$ cat config.mk
export PLATFORM = sky130hd
export DESIGN_NAME = wb_stage_flat
export DESIGN_NICKNAME = d
export VERILOG_FILES = /design/src/rtl/wb_stage_pkg.sv /design/src/rtl/wb_stage_if.sv /design/src/rtl/wb_stage_trace_gen.sv /design/src/rtl/wb_stage.sv /design/src/flat_wrapper.sv
export SDC_FILE = /design/constraint.sdc
export NUM_CORES = 1
export LEC_CHECK = 0
export CORE_AREA = 4 4 197 199
export CTS_BUF_LIST = sky130_fd_sc_hd__clkbuf_16
export CTS_CLUSTER_SIZE = 40
export DETAILED_ROUTE_END_ITERATION = 8
export DIE_AREA = 0 0 201 203
export PLACE_DENSITY = 0.62
export SLEW_MARGIN = 20
export SYNTH_ARGS = -nofsm -noshare
export SYNTH_HDL_FRONTEND = slang
export SYNTH_HIERARCHICAL = 1
export SYNTH_SLANG_ARGS = --single-unit
export TNS_END_PERCENT = 100
$ cat constraint.sdc
create_clock -name clk -period 2.5 [get_ports clk]
set_clock_uncertainty 0.05 [all_clocks]
set_input_delay 0.625 -clock clk [delete_from_list [all_inputs] [get_ports clk]]
set_output_delay 0.625 -clock clk [all_outputs]
set_load 0.05 [all_outputs]
$ cat src/rtl/wb_stage_pkg.sv
//------------------------------------------------------------------------------
// Module      : wb_stage_pkg
// Description : Shared core definitions for the WB stage: CSR indices, exception
//               codes, field widths and the MEM->WB bus layout.
// Revision    : 1.0 - initial release
//------------------------------------------------------------------------------
`default_nettype none

package wb_stage_pkg;

  localparam int C_GR_ADDR_WD = 5;
  localparam int C_CSR_NUM_WD = 14;
  localparam int C_ECODE_WD   = 6;
  localparam int C_ESUB_WD    = 9;

  localparam logic [C_CSR_NUM_WD-1:0] C_CSR_CRMD   = 14'h0;
  localparam logic [C_CSR_NUM_WD-1:0] C_CSR_PRMD   = 14'h1;
  localparam logic [C_CSR_NUM_WD-1:0] C_CSR_ESTAT  = 14'h5;
  localparam logic [C_CSR_NUM_WD-1:0] C_CSR_ERA    = 14'h6;
  localparam logic [C_CSR_NUM_WD-1:0] C_CSR_BADV   = 14'h7;
  localparam logic [C_CSR_NUM_WD-1:0] C_CSR_EENTRY = 14'hc;
  localparam logic [C_CSR_NUM_WD-1:0] C_CSR_SAVE0  = 14'h30;
  localparam logic [C_CSR_NUM_WD-1:0] C_CSR_TICLR  = 14'h44;

  localparam logic [C_ECODE_WD-1:0] C_ECODE_ADE = 6'h8;
  localparam logic [C_ECODE_WD-1:0] C_ECODE_ALE = 6'h9;
  localparam logic [C_ECODE_WD-1:0] C_ECODE_SYS = 6'hb;
  localparam logic [C_ECODE_WD-1:0] C_ECODE_BRK = 6'hc;
  localparam logic [C_ECODE_WD-1:0] C_ECODE_INE = 6'hd;

  typedef struct packed {
    logic [31:0]             pc;
    logic                    gr_we;
    logic [C_GR_ADDR_WD-1:0] dest;
    logic [31:0]             final_result;
    logic                    csr_re;
    logic                    csr_we;
    logic [C_CSR_NUM_WD-1:0] csr_num;
    logic [31:0]             csr_wmask;
    logic [31:0]             csr_wvalue;
    logic                    ex;
    logic [C_ECODE_WD-1:0]   ecode;
    logic [C_ESUB_WD-1:0]    esubcode;
    logic [31:0]             badv;
    logic                    ertn;
  } ms_to_ws_bus_t;

  localparam int C_MS_TO_WS_BUS_WD = $bits(ms_to_ws_bus_t);

endpackage

`default_nettype wire

$ cat src/rtl/wb_stage_if.sv
//------------------------------------------------------------------------------
// Module      : wb_stage_if
// Description : MEM->WB handshake and retiring-instruction payload.
// Revision    : 1.0 - initial release
//------------------------------------------------------------------------------
`default_nettype none

interface wb_stage_if;
  import wb_stage_pkg::*;

  logic                    ms_to_ws_valid;
  logic                    ws_allowin;
  logic [31:0]             ms_pc;
  logic                    ms_gr_we;
  logic [C_GR_ADDR_WD-1:0] ms_dest;
  logic [31:0]             ms_final_result;
  logic                    ms_csr_re;
  logic                    ms_csr_we;
  logic [C_CSR_NUM_WD-1:0] ms_csr_num;
  logic [31:0]             ms_csr_wmask;
  logic [31:0]             ms_csr_wvalue;
  logic                    ms_ex;
  logic [C_ECODE_WD-1:0]   ms_ecode;
  logic [C_ESUB_WD-1:0]    ms_esubcode;
  logic [31:0]             ms_badv;
  logic                    ms_ertn;

  modport master (
    output ms_to_ws_valid, ms_pc, ms_gr_we, ms_dest, ms_final_result,
           ms_csr_re, ms_csr_we, ms_csr_num, ms_csr_wmask, ms_csr_wvalue,
           ms_ex, ms_ecode, ms_esubcode, ms_badv, ms_ertn,
    input  ws_allowin
  );

  modport slave (
    input  ms_to_ws_valid, ms_pc, ms_gr_we, ms_dest, ms_final_result,
           ms_csr_re, ms_csr_we, ms_csr_num, ms_csr_wmask, ms_csr_wvalue,
           ms_ex, ms_ecode, ms_esubcode, ms_badv, ms_ertn,
    output ws_allowin
  );

endinterface

`default_nettype wire

$ cat src/rtl/wb_stage_trace_gen.sv
//------------------------------------------------------------------------------
// Module      : wb_stage_trace_gen
// Description : Difftest/debug retire trace; active only with DEBUG_TRACE_EN.
// Revision    : 1.0 - initial release
//------------------------------------------------------------------------------
`default_nettype none

module wb_stage_trace_gen
  import wb_stage_pkg::*;
(
  input  wire logic [31:0]             wb_pc,
  input  wire logic                    rf_we,
  input  wire logic [C_GR_ADDR_WD-1:0] rf_waddr,
  input  wire logic [31:0]             rf_wdata,
  output logic [31:0]                  debug_wb_pc,
  output logic [3:0]                   debug_wb_rf_we,
  output logic [C_GR_ADDR_WD-1:0]      debug_wb_rf_wnum,
  output logic [31:0]                  debug_wb_rf_wdata
);

`ifdef DEBUG_TRACE_EN
  assign debug_wb_pc       = wb_pc;
  assign debug_wb_rf_we    = {4{rf_we}};
  assign debug_wb_rf_wnum  = rf_waddr;
  assign debug_wb_rf_wdata = rf_wdata;
`else
  // Ports stay so the top-level pinout is identical in both builds.
  logic w_unused_trace;
  assign w_unused_trace    = ^{wb_pc, rf_we, rf_waddr, rf_wdata};
  assign debug_wb_pc       = 32'h0;
  assign debug_wb_rf_we    = 4'h0;
  assign debug_wb_rf_wnum  = '0;
  assign debug_wb_rf_wdata = 32'h0;
`endif

endmodule

`default_nettype wire

$ cat src/rtl/wb_stage.sv
//------------------------------------------------------------------------------
// Module      : wb_stage
// Description : Write-back stage: commits GPR/CSR writes, raises exception/ertn
//               flush. Optional trace enabled by macro DEBUG_TRACE_EN.
// Revision    : 1.0 - initial release
//------------------------------------------------------------------------------
`default_nettype none

module wb_stage
  import wb_stage_pkg::*;
(
  input  wire logic                    clk,
  input  wire logic                    reset,
  wb_stage_if.slave                    ms,
  input  wire logic [31:0]             csr_rd_value,
  output logic [C_CSR_NUM_WD-1:0]      csr_num,
  output logic                         csr_we,
  output logic [31:0]                  csr_wmask,
  output logic [31:0]                  csr_wvalue,
  output logic                         wb_ex,
  output logic                         ertn_flush,
  output logic [C_ECODE_WD-1:0]        wb_ecode,
  output logic [C_ESUB_WD-1:0]         wb_esubcode,
  output logic [31:0]                  wb_pc,
  output logic [31:0]                  wb_badv,
  output logic                         ws_flush,
  output logic                         ws_csr_busy,
  output logic                         rf_we,
  output logic [C_GR_ADDR_WD-1:0]      rf_waddr,
  output logic [31:0]                  rf_wdata,
  output logic [31:0]                  debug_wb_pc,
  output logic [3:0]                   debug_wb_rf_we,
  output logic [C_GR_ADDR_WD-1:0]      debug_wb_rf_wnum,
  output logic [31:0]                  debug_wb_rf_wdata
);

  logic          r_ws_valid;
  ms_to_ws_bus_t r_bus;
  ms_to_ws_bus_t w_ms_bus;
  logic          w_ws_ready_go;
  logic          w_ws_allowin;
  logic          w_ws_flush;
  logic          w_capture;

  assign w_ms_bus = '{
    pc:           ms.ms_pc,
    gr_we:        ms.ms_gr_we,
    dest:         ms.ms_dest,
    final_result: ms.ms_final_result,
    csr_re:       ms.ms_csr_re,
    csr_we:       ms.ms_csr_we,
    csr_num:      ms.ms_csr_num,
    csr_wmask:    ms.ms_csr_wmask,
    csr_wvalue:   ms.ms_csr_wvalue,
    ex:           ms.ms_ex,
    ecode:        ms.ms_ecode,
    esubcode:     ms.ms_esubcode,
    badv:         ms.ms_badv,
    ertn:         ms.ms_ertn
  };

  assign w_ws_ready_go = 1'b1;
  assign w_ws_allowin  = ~r_ws_valid | w_ws_ready_go;
  assign ms.ws_allowin = w_ws_allowin;

  // A committing exception/ertn kills whatever MEM offers on the same edge.
  assign w_capture = ms.ms_to_ws_valid & w_ws_allowin & ~w_ws_flush;

  always_ff @(posedge clk) begin
    if (reset) begin
      r_ws_valid <= 1'b0;
      r_bus      <= '0;
    end else begin
      if (w_ws_allowin) begin
        r_ws_valid <= w_capture;
      end
      if (w_capture) begin
        r_bus <= w_ms_bus;
      end
    end
  end

  assign wb_ex       = r_ws_valid & r_bus.ex;
  assign ertn_flush  = r_ws_valid & r_bus.ertn & ~r_bus.ex;
  assign w_ws_flush  = wb_ex | ertn_flush;
  assign ws_flush    = w_ws_flush;
  assign ws_csr_busy = r_ws_valid & (r_bus.csr_re | r_bus.csr_we | r_bus.ertn);

  assign csr_we      = r_ws_valid & r_bus.csr_we & ~r_bus.ex;
  assign csr_num     = r_bus.csr_num;
  assign csr_wmask   = r_bus.csr_wmask;
  assign csr_wvalue  = r_bus.csr_wvalue;
  assign wb_ecode    = r_bus.ecode;
  assign wb_esubcode = r_bus.esubcode;
  assign wb_pc       = r_bus.pc;
  assign wb_badv     = r_bus.badv;

  assign rf_we       = r_ws_valid & r_bus.gr_we & ~r_bus.ex;
  assign rf_waddr    = r_bus.dest;
  assign rf_wdata    = r_bus.csr_re ? csr_rd_value : r_bus.final_result;

  wb_stage_trace_gen u_trace_gen (
    .wb_pc             (wb_pc),
    .rf_we             (rf_we),
    .rf_waddr          (rf_waddr),
    .rf_wdata          (rf_wdata),
    .debug_wb_pc       (debug_wb_pc),
    .debug_wb_rf_we    (debug_wb_rf_we),
    .debug_wb_rf_wnum  (debug_wb_rf_wnum),
    .debug_wb_rf_wdata (debug_wb_rf_wdata)
  );

endmodule

`default_nettype wire

$ cat src/flat_wrapper.sv
// flat-port wrapper written by rule: the top's interface ports become plain ports
module wb_stage_flat import wb_stage_pkg::*;
  (clk, reset, csr_rd_value, csr_num, csr_we, csr_wmask, csr_wvalue, wb_ex, ertn_flush, wb_ecode, wb_esubcode, wb_pc, wb_badv, ws_flush, ws_csr_busy, rf_we, rf_waddr, rf_wdata, debug_wb_pc, debug_wb_rf_we, debug_wb_rf_wnum, debug_wb_rf_wdata, ms_ms_to_ws_valid, ms_ms_pc, ms_ms_gr_we, ms_ms_dest, ms_ms_final_result, ms_ms_csr_re, ms_ms_csr_we, ms_ms_csr_num, ms_ms_csr_wmask, ms_ms_csr_wvalue, ms_ms_ex, ms_ms_ecode, ms_ms_esubcode, ms_ms_badv, ms_ms_ertn, ms_ws_allowin);
  wb_stage_if ms_i ();
  input  wire logic clk;
  input  wire logic reset;
  input  wire logic [31:0] csr_rd_value;
  output logic [C_CSR_NUM_WD-1:0] csr_num;
  output logic csr_we;
  output logic [31:0] csr_wmask;
  output logic [31:0] csr_wvalue;
  output logic wb_ex;
  output logic ertn_flush;
  output logic [C_ECODE_WD-1:0] wb_ecode;
  output logic [C_ESUB_WD-1:0] wb_esubcode;
  output logic [31:0] wb_pc;
  output logic [31:0] wb_badv;
  output logic ws_flush;
  output logic ws_csr_busy;
  output logic rf_we;
  output logic [C_GR_ADDR_WD-1:0] rf_waddr;
  output logic [31:0] rf_wdata;
  output logic [31:0] debug_wb_pc;
  output logic [3:0] debug_wb_rf_we;
  output logic [C_GR_ADDR_WD-1:0] debug_wb_rf_wnum;
  output logic [31:0] debug_wb_rf_wdata;
  input wire logic [$bits(ms_i.ms_to_ws_valid)-1:0] ms_ms_to_ws_valid;
  input wire logic [$bits(ms_i.ms_pc)-1:0] ms_ms_pc;
  input wire logic [$bits(ms_i.ms_gr_we)-1:0] ms_ms_gr_we;
  input wire logic [$bits(ms_i.ms_dest)-1:0] ms_ms_dest;
  input wire logic [$bits(ms_i.ms_final_result)-1:0] ms_ms_final_result;
  input wire logic [$bits(ms_i.ms_csr_re)-1:0] ms_ms_csr_re;
  input wire logic [$bits(ms_i.ms_csr_we)-1:0] ms_ms_csr_we;
  input wire logic [$bits(ms_i.ms_csr_num)-1:0] ms_ms_csr_num;
  input wire logic [$bits(ms_i.ms_csr_wmask)-1:0] ms_ms_csr_wmask;
  input wire logic [$bits(ms_i.ms_csr_wvalue)-1:0] ms_ms_csr_wvalue;
  input wire logic [$bits(ms_i.ms_ex)-1:0] ms_ms_ex;
  input wire logic [$bits(ms_i.ms_ecode)-1:0] ms_ms_ecode;
  input wire logic [$bits(ms_i.ms_esubcode)-1:0] ms_ms_esubcode;
  input wire logic [$bits(ms_i.ms_badv)-1:0] ms_ms_badv;
  input wire logic [$bits(ms_i.ms_ertn)-1:0] ms_ms_ertn;
  output wire logic [$bits(ms_i.ws_allowin)-1:0] ms_ws_allowin;
  assign ms_i.ms_to_ws_valid = ms_ms_to_ws_valid;
  assign ms_i.ms_pc = ms_ms_pc;
  assign ms_i.ms_gr_we = ms_ms_gr_we;
  assign ms_i.ms_dest = ms_ms_dest;
  assign ms_i.ms_final_result = ms_ms_final_result;
  assign ms_i.ms_csr_re = ms_ms_csr_re;
  assign ms_i.ms_csr_we = ms_ms_csr_we;
  assign ms_i.ms_csr_num = ms_ms_csr_num;
  assign ms_i.ms_csr_wmask = ms_ms_csr_wmask;
  assign ms_i.ms_csr_wvalue = ms_ms_csr_wvalue;
  assign ms_i.ms_ex = ms_ms_ex;
  assign ms_i.ms_ecode = ms_ms_ecode;
  assign ms_i.ms_esubcode = ms_ms_esubcode;
  assign ms_i.ms_badv = ms_ms_badv;
  assign ms_i.ms_ertn = ms_ms_ertn;
  assign ms_ws_allowin = ms_i.ws_allowin;
  wb_stage u_core (.clk(clk), .reset(reset), .ms(ms_i), .csr_rd_value(csr_rd_value), .csr_num(csr_num), .csr_we(csr_we), .csr_wmask(csr_wmask), .csr_wvalue(csr_wvalue), .wb_ex(wb_ex), .ertn_flush(ertn_flush), .wb_ecode(wb_ecode), .wb_esubcode(wb_esubcode), .wb_pc(wb_pc), .wb_badv(wb_badv), .ws_flush(ws_flush), .ws_csr_busy(ws_csr_busy), .rf_we(rf_we), .rf_waddr(rf_waddr), .rf_wdata(rf_wdata), .debug_wb_pc(debug_wb_pc), .debug_wb_rf_we(debug_wb_rf_we), .debug_wb_rf_wnum(debug_wb_rf_wnum), .debug_wb_rf_wdata(debug_wb_rf_wdata));
endmodule
After elaboration in Yosys (flattened, before gate mapping)

Index checks and enable logic that the tools add are counted.

Multiplexer cells: 1
Bitwise operators: 14

Operators with widths:

| kind              | count |
|---|---|
| 32-bit 2-to-1 mux | 1 |
| 1-bit AND         | 9 |
| 1-bit bitwise OR  | 3 |
| 1-bit NOT         | 2 |

Word-level logic and storage cells: 30
Bits in registers: 200
Output and inout bits: 274
Input port bits: 234

Logic depth before layout (Yosys ltp)

Gate-level depths: netlist of the first run.

Word-level depth: 5
Depth in mapped cells: 6
Gate-level depth less buffers: 3

By module

The synthesis of the first run kept the hierarchy.

By module, submodules not included:

| module             | times used | cells an instance | area each (um^2) |
|---|---|---|---|
| wb_stage           | 1          | 1118              | 10547.6 |
| wb_stage_trace_gen | 1          | 74                | 551.8 |

Least setup slack after synthesis of the first run

Ideal clock, no wire load.

Path kind: register to output
Start: register u_core/r_bus[128] in the netlist's numbering
End: output port rf_wdata[10]
Stages on the path, launching flop included: 4
Data required time: 1825 ps
Slack: 615 ps
Arrival time: 1210 ps
Path through: dfxtp_1 -> clkbuf_1 -> buf_2 -> mux2_2

Longest elaborated chain between the ends: 1

RTL lines:

| what                   | RTL line           | text |
|---|---|---|
| from (decl)            | wb_stage.sv:38     | `ms_to_ws_bus_t r_bus;` |
| from (signal assigned) | wb_stage.sv:78     | `r_bus <= w_ms_bus;` |
| 32-bit 2-to-1 mux      | wb_stage.sv:100    | `assign rf_wdata = r_bus.csr_re ? csr_rd_value : r_bus.final_result;` |
| to (decl)              | flat_wrapper.sv:22 | `output logic [31:0] rf_wdata;` |

No other way between the ends.

Worst setup path in the final report of the first run

Start: register u_core/r_bus[128] in the netlist's numbering
End: output port rf_wdata[2]

Same word-level chain as after synthesis.

==> flow_summary.yaml, run 1 <==
outcome:
  status: "finished clean"
sta:
  whs_ps: 415
  rsz0062_at_grt: "no"
  relSlewSlack_pct: 60.3
  min_period_ps: 2420
  worst_slew_pin_slew_ps: 594
  maxSlewViolCount: 0
  setup_viol: 0
  setup-tns-final_ps: 0
  fmax_ghz: 0.414
  finalHoldViolations: 0
  period_share_pct: 96.6
routing:
  dr.pass1.iters: 5
  wirelength_um: 33600
  wl_met1_um: 14700
  avgRoutedWirePerCell_um: 17.8
  wl_met3_um: 2120
  vias_per_cell: 4.66
  highest_layer: "met4"
  vias: 8765
  drt_iter0_markers: 425
  drc: 0
  met2_wirelength_um: 16000
  ant_nets: 0
final_layout:
  layout_common_cells: "clkdlybuf4s50_1 (393), dfxtp_1 (199), nand2b_1 (197), nand4b_1 (197), o21ai_2 (100)"
  final_area_um2: 15200
  area_delta_synth_final_pct: 37.3
  drive_gt1_share_pct: 16.6
  layout_commonest_cell: "clkdlybuf4s50_1"
  final_nets: 1628
clock_network:
  cts_setup_buffers: 0
  cts_tree: "built"
  cts_buffers: 17
  cts_buffer_depth: 2
  cts.sinks: 200
  h-tree-depth: 4
  clk_pin_slew_ps: 70
  clock-root-buffer: "clkbuf_16"
  clk_latency_ps: 450
power_and_ir_drop:
  peakVddDrop_mv: 0.463
  p_per_area_nw_per_um2: 591
  power_leakage_uw: 0.00539
  internal-power_uw: 5890
  seq_power_share_pct: 39.0
  power_frac_clock_pct: 30.8
  power_switching_uw: 3120
  netSwitchingFraction_pct: 34.6
  power_frac_comb_pct: 30.2
  finalPower_uw: 9010
floorplan:
  die_area_um2: 40800
  initial_core_util_pct: 29.8
  die_x_um: 201
  fp.dieH_um: 203
  core_region_area_um2: 37200
  ios: 508
  num_rows: 71
setup_path:
  cp_top_family: "flip-flops"
  cp_num_buf_inv: 2
  crit_slowest_cell: "dfxtp_2"
  cpPeakStageDelay_ps: 430
  crit_fanout: 31
  path_class: "reg2out"
  path_cells: "buf_12, mux2_2, buf_12"
  worst_ep_arrival_time_ps: 1740
  cpMostUsedCell: "buf_12"
  end_kind: "output port"
  reg2regPathDepth: 5
  startpoint_type: "register"
  critical_path_depth: 3
  cp.required_ps: 1820
grt:
  gr-total-overflow: 0
  grt_max_degree: 143
  grt_pass1_vias: 8710
  grt_pass1_wl_um: 51200
  antenna_found_initial: 1
  grt_use_total_pct: 15.6
place:
  placed_area_um2: 14700
  place.gp.congestion: 0.757
  dp_hpwl_um: 23300
  port_buffers: 433
logic_synthesis:
  syn-mean-instance-area_um2: 9.31
  seq_area_frac_synth_pct: 36.1
  synth_seq_cells: 200
  ys_types: 19
  syn_area_um2: 11100
  yosys_warnings: 6
  syn_inst: 1192
worst_hold_path:
  hp-class: "reg2reg"
  hold_path_depth: 2
run:
  cap_violations: 0
## power by group through the flow
stage	Sequential [µW]	Clock (µW)	Combinational (µW)
after detailed placement	3580	0	2730
after global routing	3540	2990	2850
after global placement	3580	0	2720
after floorplan	3540	0	1970
final	3510	2780	2720
after CTS	3510	2880	2740
## layer usage
metal	track usage [%]	vias up
met1	19.9	4172
met3	4.44	37
li1	-	4245
met5	0	-
met4	5.63	0
met2	25.2	311
## through the flow
stage               std cells  setup slack [ps]  utilization (%)
floorplan                1264               615                -
global placement         1849               273             39.4
detailed placement       1849               272             39.4
CTS                      1881              46.2             40.9
global route             1882              23.5             40.9
finish                   1882              84.1             40.9
## flip-flops by register name, summed over array words and instances (netlist names)
register / cells
u_core/r_bus: 37
u_core/csr_wmask: 32
u_core/rf_waddr: 5
u_core/wb_ecode: 6
u_core/wb_badv: 32
u_core/csr_wvalue: 32
u_core/wb_pc: 32
u_core/wb_esubcode: 9
u_core/r_ws_valid: 1
u_core/csr_num: 14
## layout make-up
type | instances | area [µm²]
repair buffers | 461 | 5000
flip-flops and latches | 200 | 4010
fillers | 3681 | 22000
well taps | 474 | 593
clock inverters | 15 | 146
multi-input cells | 712 | 5060
inverters | 2 | 7.51
clock buffers | 17 | 425
diodes | 1 | 2.50
## final timing paths
kind / from / end / slack, ps
setup / recovery: u_core/r_bus[128]$_SDFFE_PP0P_ / rf_wdata[2] / 80
hold / removal: u_core/r_bus[151]$_SDFFE_PP0P_ / u_core/r_bus[151]$_SDFFE_PP0P_ / 410
setup reg to reg: u_core/r_bus[0]$_SDFFE_PP0P_ / u_core/wb_pc[26]$_SDFFE_PP0P_ / 720
hold reg to reg: u_core/r_bus[151]$_SDFFE_PP0P_ / u_core/r_bus[151]$_SDFFE_PP0P_ / 410
## synthesized netlist by cell type, drive strengths merged
master | count | area share (%)
o31a | 1 | 0.079
and2 | 5 | 0.28
o21ai | 200 | 12
dfxtp | 200 | 36
conb | 2 | 0.068
nor2b | 1 | 0.056
a21oi | 2 | 0.090
inv | 2 | 0.068
nand3 | 2 | 0.090
clkbuf | 87 | 2.9
nand4b | 197 | 16
nor3 | 1 | 0.045
buf | 263 | 18
mux2 | 32 | 3.2
nand2b | 197 | 11
## kinds of logic after synthesis
logic type | count (synthesis) | synth area share [%]
and+or+nand+nor | 403 | 27.1
buffers and inverters | 352 | 20.9
AOI/OAI and AO/OA | 203 | 12.6
DFF | 200 | 36.1
muxes | 32 | 3.25
other | 2 | 0.0677
## worst register-to-register path: stages (launching register included)
cell and delay [ps]:
dfxtp_1 360, o21ai_4 290, and2_4 400, buf_12 250, buf_4 220, o21ai_0 110
## what timing repair did
item | in CTS | in global routing
gates resized for setup | 1 | 0
endpoints found under the setup margin | 1 | 0
hold buffers | 0 | 0
(Power assumes the default switching activity.)
==> run 2: changes to the inputs <==
--- a/constraint.sdc
+++ b/constraint.sdc
@@ -4,2 +4,2 @@
 set_output_delay 0.625 -clock clk [all_outputs]
-set_load 0.05 [all_outputs]
+set_load 0.01 [all_outputs]
==> run 2 against run 1 <==
Hold slack gained 1.4 ps. Via count up 0.31%. First-iteration DRC count rose by 12%. Final cell count decreased by 0.32%. Critical path depth is the same. Count of clock-buffer cells in the layout unchanged. Final area down 2.4%. Combinational power fell by 37%.
==> flow_summary.yaml, run 2 (same netlist as run 1, synthesis figures left out) <==
setup_path:
  path_cells: "buf_12, mux2_2, dlygate4sd2_1"
  cpPeakStageDelay_ps: 410
  worstReg2RegEnd: "u_core/wb_badv[31]$_SDFFE_PP0P_"
  startpoint_type: "register"
  r2r-start: "u_core/r_bus[0]$_SDFFE_PP0P_"
  crit_slowest_cell: "dfxtp_4"
  crit_fanout: 16
  cp_top_family: "buffers and inverters"
  cp.required_ps: 1820
  worst_ep_arrival_time_ps: 1750
  reg2regPathDepth: 4
  path_class: "reg2out"
  end_kind: "output port"
  r2r_slack_ps: 730
  cp_num_buf_inv: 2
routing:
  vias: 8792
  drt_iter0_markers: 475
  wirelength_um: 34000
  dr.pass1.iters: 5
  drc: 0
  ant_nets: 0
  avgRoutedWirePerCell_um: 18.1
  vias_per_cell: 4.69
clock_network:
  hold_buffers: 0
  h-tree-depth: 4
  clk_latency_ps: 450
  clk_pin_slew_ps: 90
  cts_buffer_depth: 2
  cts.sinks: 200
  cts_tree: "built"
  clock-root-buffer: "clkbuf_16"
  cts_buffers: 17
floorplan:
  fp.dieH_um: 203
  die_x_um: 201
  initial_core_util_pct: 29.8
  core_region_area_um2: 37200
  num_rows: 71
  ios: 508
  die_area_um2: 40800
power_and_ir_drop:
  power_frac_clock_pct: 35.6
  peakVddDrop_mv: 0.487
  finalPower_uw: 8100
  power_switching_uw: 2260
  p_per_area_nw_per_um2: 545
  power_frac_comb_pct: 21.1
  power_leakage_uw: 0.00532
  seq_power_share_pct: 43.3
  internal-power_uw: 5850
  netSwitchingFraction_pct: 27.8
grt:
  grt_pass1_wl_um: 50900
  grt_use_total_pct: 15.5
  grt_max_degree: 105
  grt_pass1_vias: 8601
  gr-total-overflow: 0
  antenna_found_initial: 1
sta:
  worst_slew_pin_slew_ps: 584
  fin_ws_ps: 74.8
  setup_viol: 0
  period_share_pct: 97.0
  maxSlewViolCount: 0
  min_period_ps: 2430
  relSlewSlack_pct: 61.1
  finalHoldViolations: 0
  rsz0062_at_grt: "no"
  fmax_ghz: 0.412
  whs_ps: 416
final_layout:
  largest_register_ffs: 37
  fillers: 3742
  drive_gt1_share_pct: 13.8
  area_delta_synth_final_pct: 34.0
  largest_register: "u_core/r_bus"
  layout_common_cells: "clkdlybuf4s50_1 (398), dfxtp_1 (198), nand2b_1 (197), nand4b_1 (197), o21ai_2 (100)"
  final_nets: 1623
  n_antenna_cell: 0
  layout_commonest_cell: "clkdlybuf4s50_1"
  final_area_um2: 14900
place:
  dp_hpwl_um: 23300
  placed_area_um2: 14300
  port_buffers: 433
  post-place-ws_ps: -22.7
  place.gp.congestion: 0.758
worst_hold_path:
  hp-class: "reg2reg"
  hold_path_depth: 2
  hold_path.startpoint: "u_core/r_bus[158]$_SDFFE_PP0P_"
  holdPathEnd: "u_core/r_bus[158]$_SDFFE_PP0P_"
outcome:
  status: "finished clean"
run:
  cap_violations: 0
-- run 2: worst reg2reg max path: cells and delay by family (launching register included) --
family                 cells  cell delay (ps)
AOI/OAI and AO/OA          2              430
DFF                        1              360
buffers and inverters      1              380
and+or+nand+nor            1              420
-- run 2: layer usage --
layer | GRT usage [%] | vias up | part of all wire, % | wire (µm)
met5 | 0 | - | 0.038 | 13
met4 | 4.30 | 2 | 1.6 | 553
met3 | 4.82 | 32 | 6.4 | 2170
met2 | 25.6 | 320 | 49 | 16600
met1 | 19.7 | 4215 | 43 | 14700
li1 | - | 4223 | - | -
-- run 2: how the worst max path moves through the flow --
stage | from | to | slack (ps) | cells after the start
6_report | u_core/r_bus[128]$_SDFFE_PP0P_ | rf_wdata[2] | 70 | 3
5_1_grt | u_core/r_bus[128]$_SDFFE_PP0P_ | rf_wdata[2] | 2 | 3
4_1_cts | u_core/r_bus[128]$_SDFFE_PP0P_ | ws_csr_busy | 10 | 3
3_5_place_dp | csr_rd_value[7] | rf_wdata[7] | -20 | 3
3_3_place_gp | csr_rd_value[7] | rf_wdata[7] | -20 | 3
2_1_floorplan | u_core/r_bus[128]$_SDFFE_PP0P_ | rf_wdata[10] | 710 | 3
-- run 2: timing repair --
action	CTS	global route
endpoints found under the setup margin	33	3
cloned	0	1
buffers inserted	0	0
resized for setup	33	2
-- run 2: power groups by stage --
stage	combinational, µW	sequential [µW]	clock, µW
after floorplan	1100	3540	0
after global placement	1730	3580	0
after detailed placement	1740	3580	0
after CTS	1720	3510	2990
after global routing	1830	3530	3110
final	1710	3510	2890
-- run 2: through the flow --
step | utilization (%) | std cells | TNS [ps]
6_report | 40.0 | 1876 | 0
5_1_grt | 40.0 | 1876 | 0
4_1_cts | 39.9 | 1875 | 0
3_5_place_dp | 38.4 | 1843 | -22.7
3_3_place_gp | 38.4 | 1843 | -22.3
2_1_floorplan | - | 1264 | 0
-- run 2: final cells by class --
cell class	count	area, µm²	share of cell area [%]
clock buffers	17	425	2.86
clock inverters	15	166	1.12
inverters	2	7.51	0.0505
multi-input cells	712	5060	34.0
flip-flops and latches	200	4010	27.0
well taps	474	593	3.99
repair buffers	456	4610	31.0
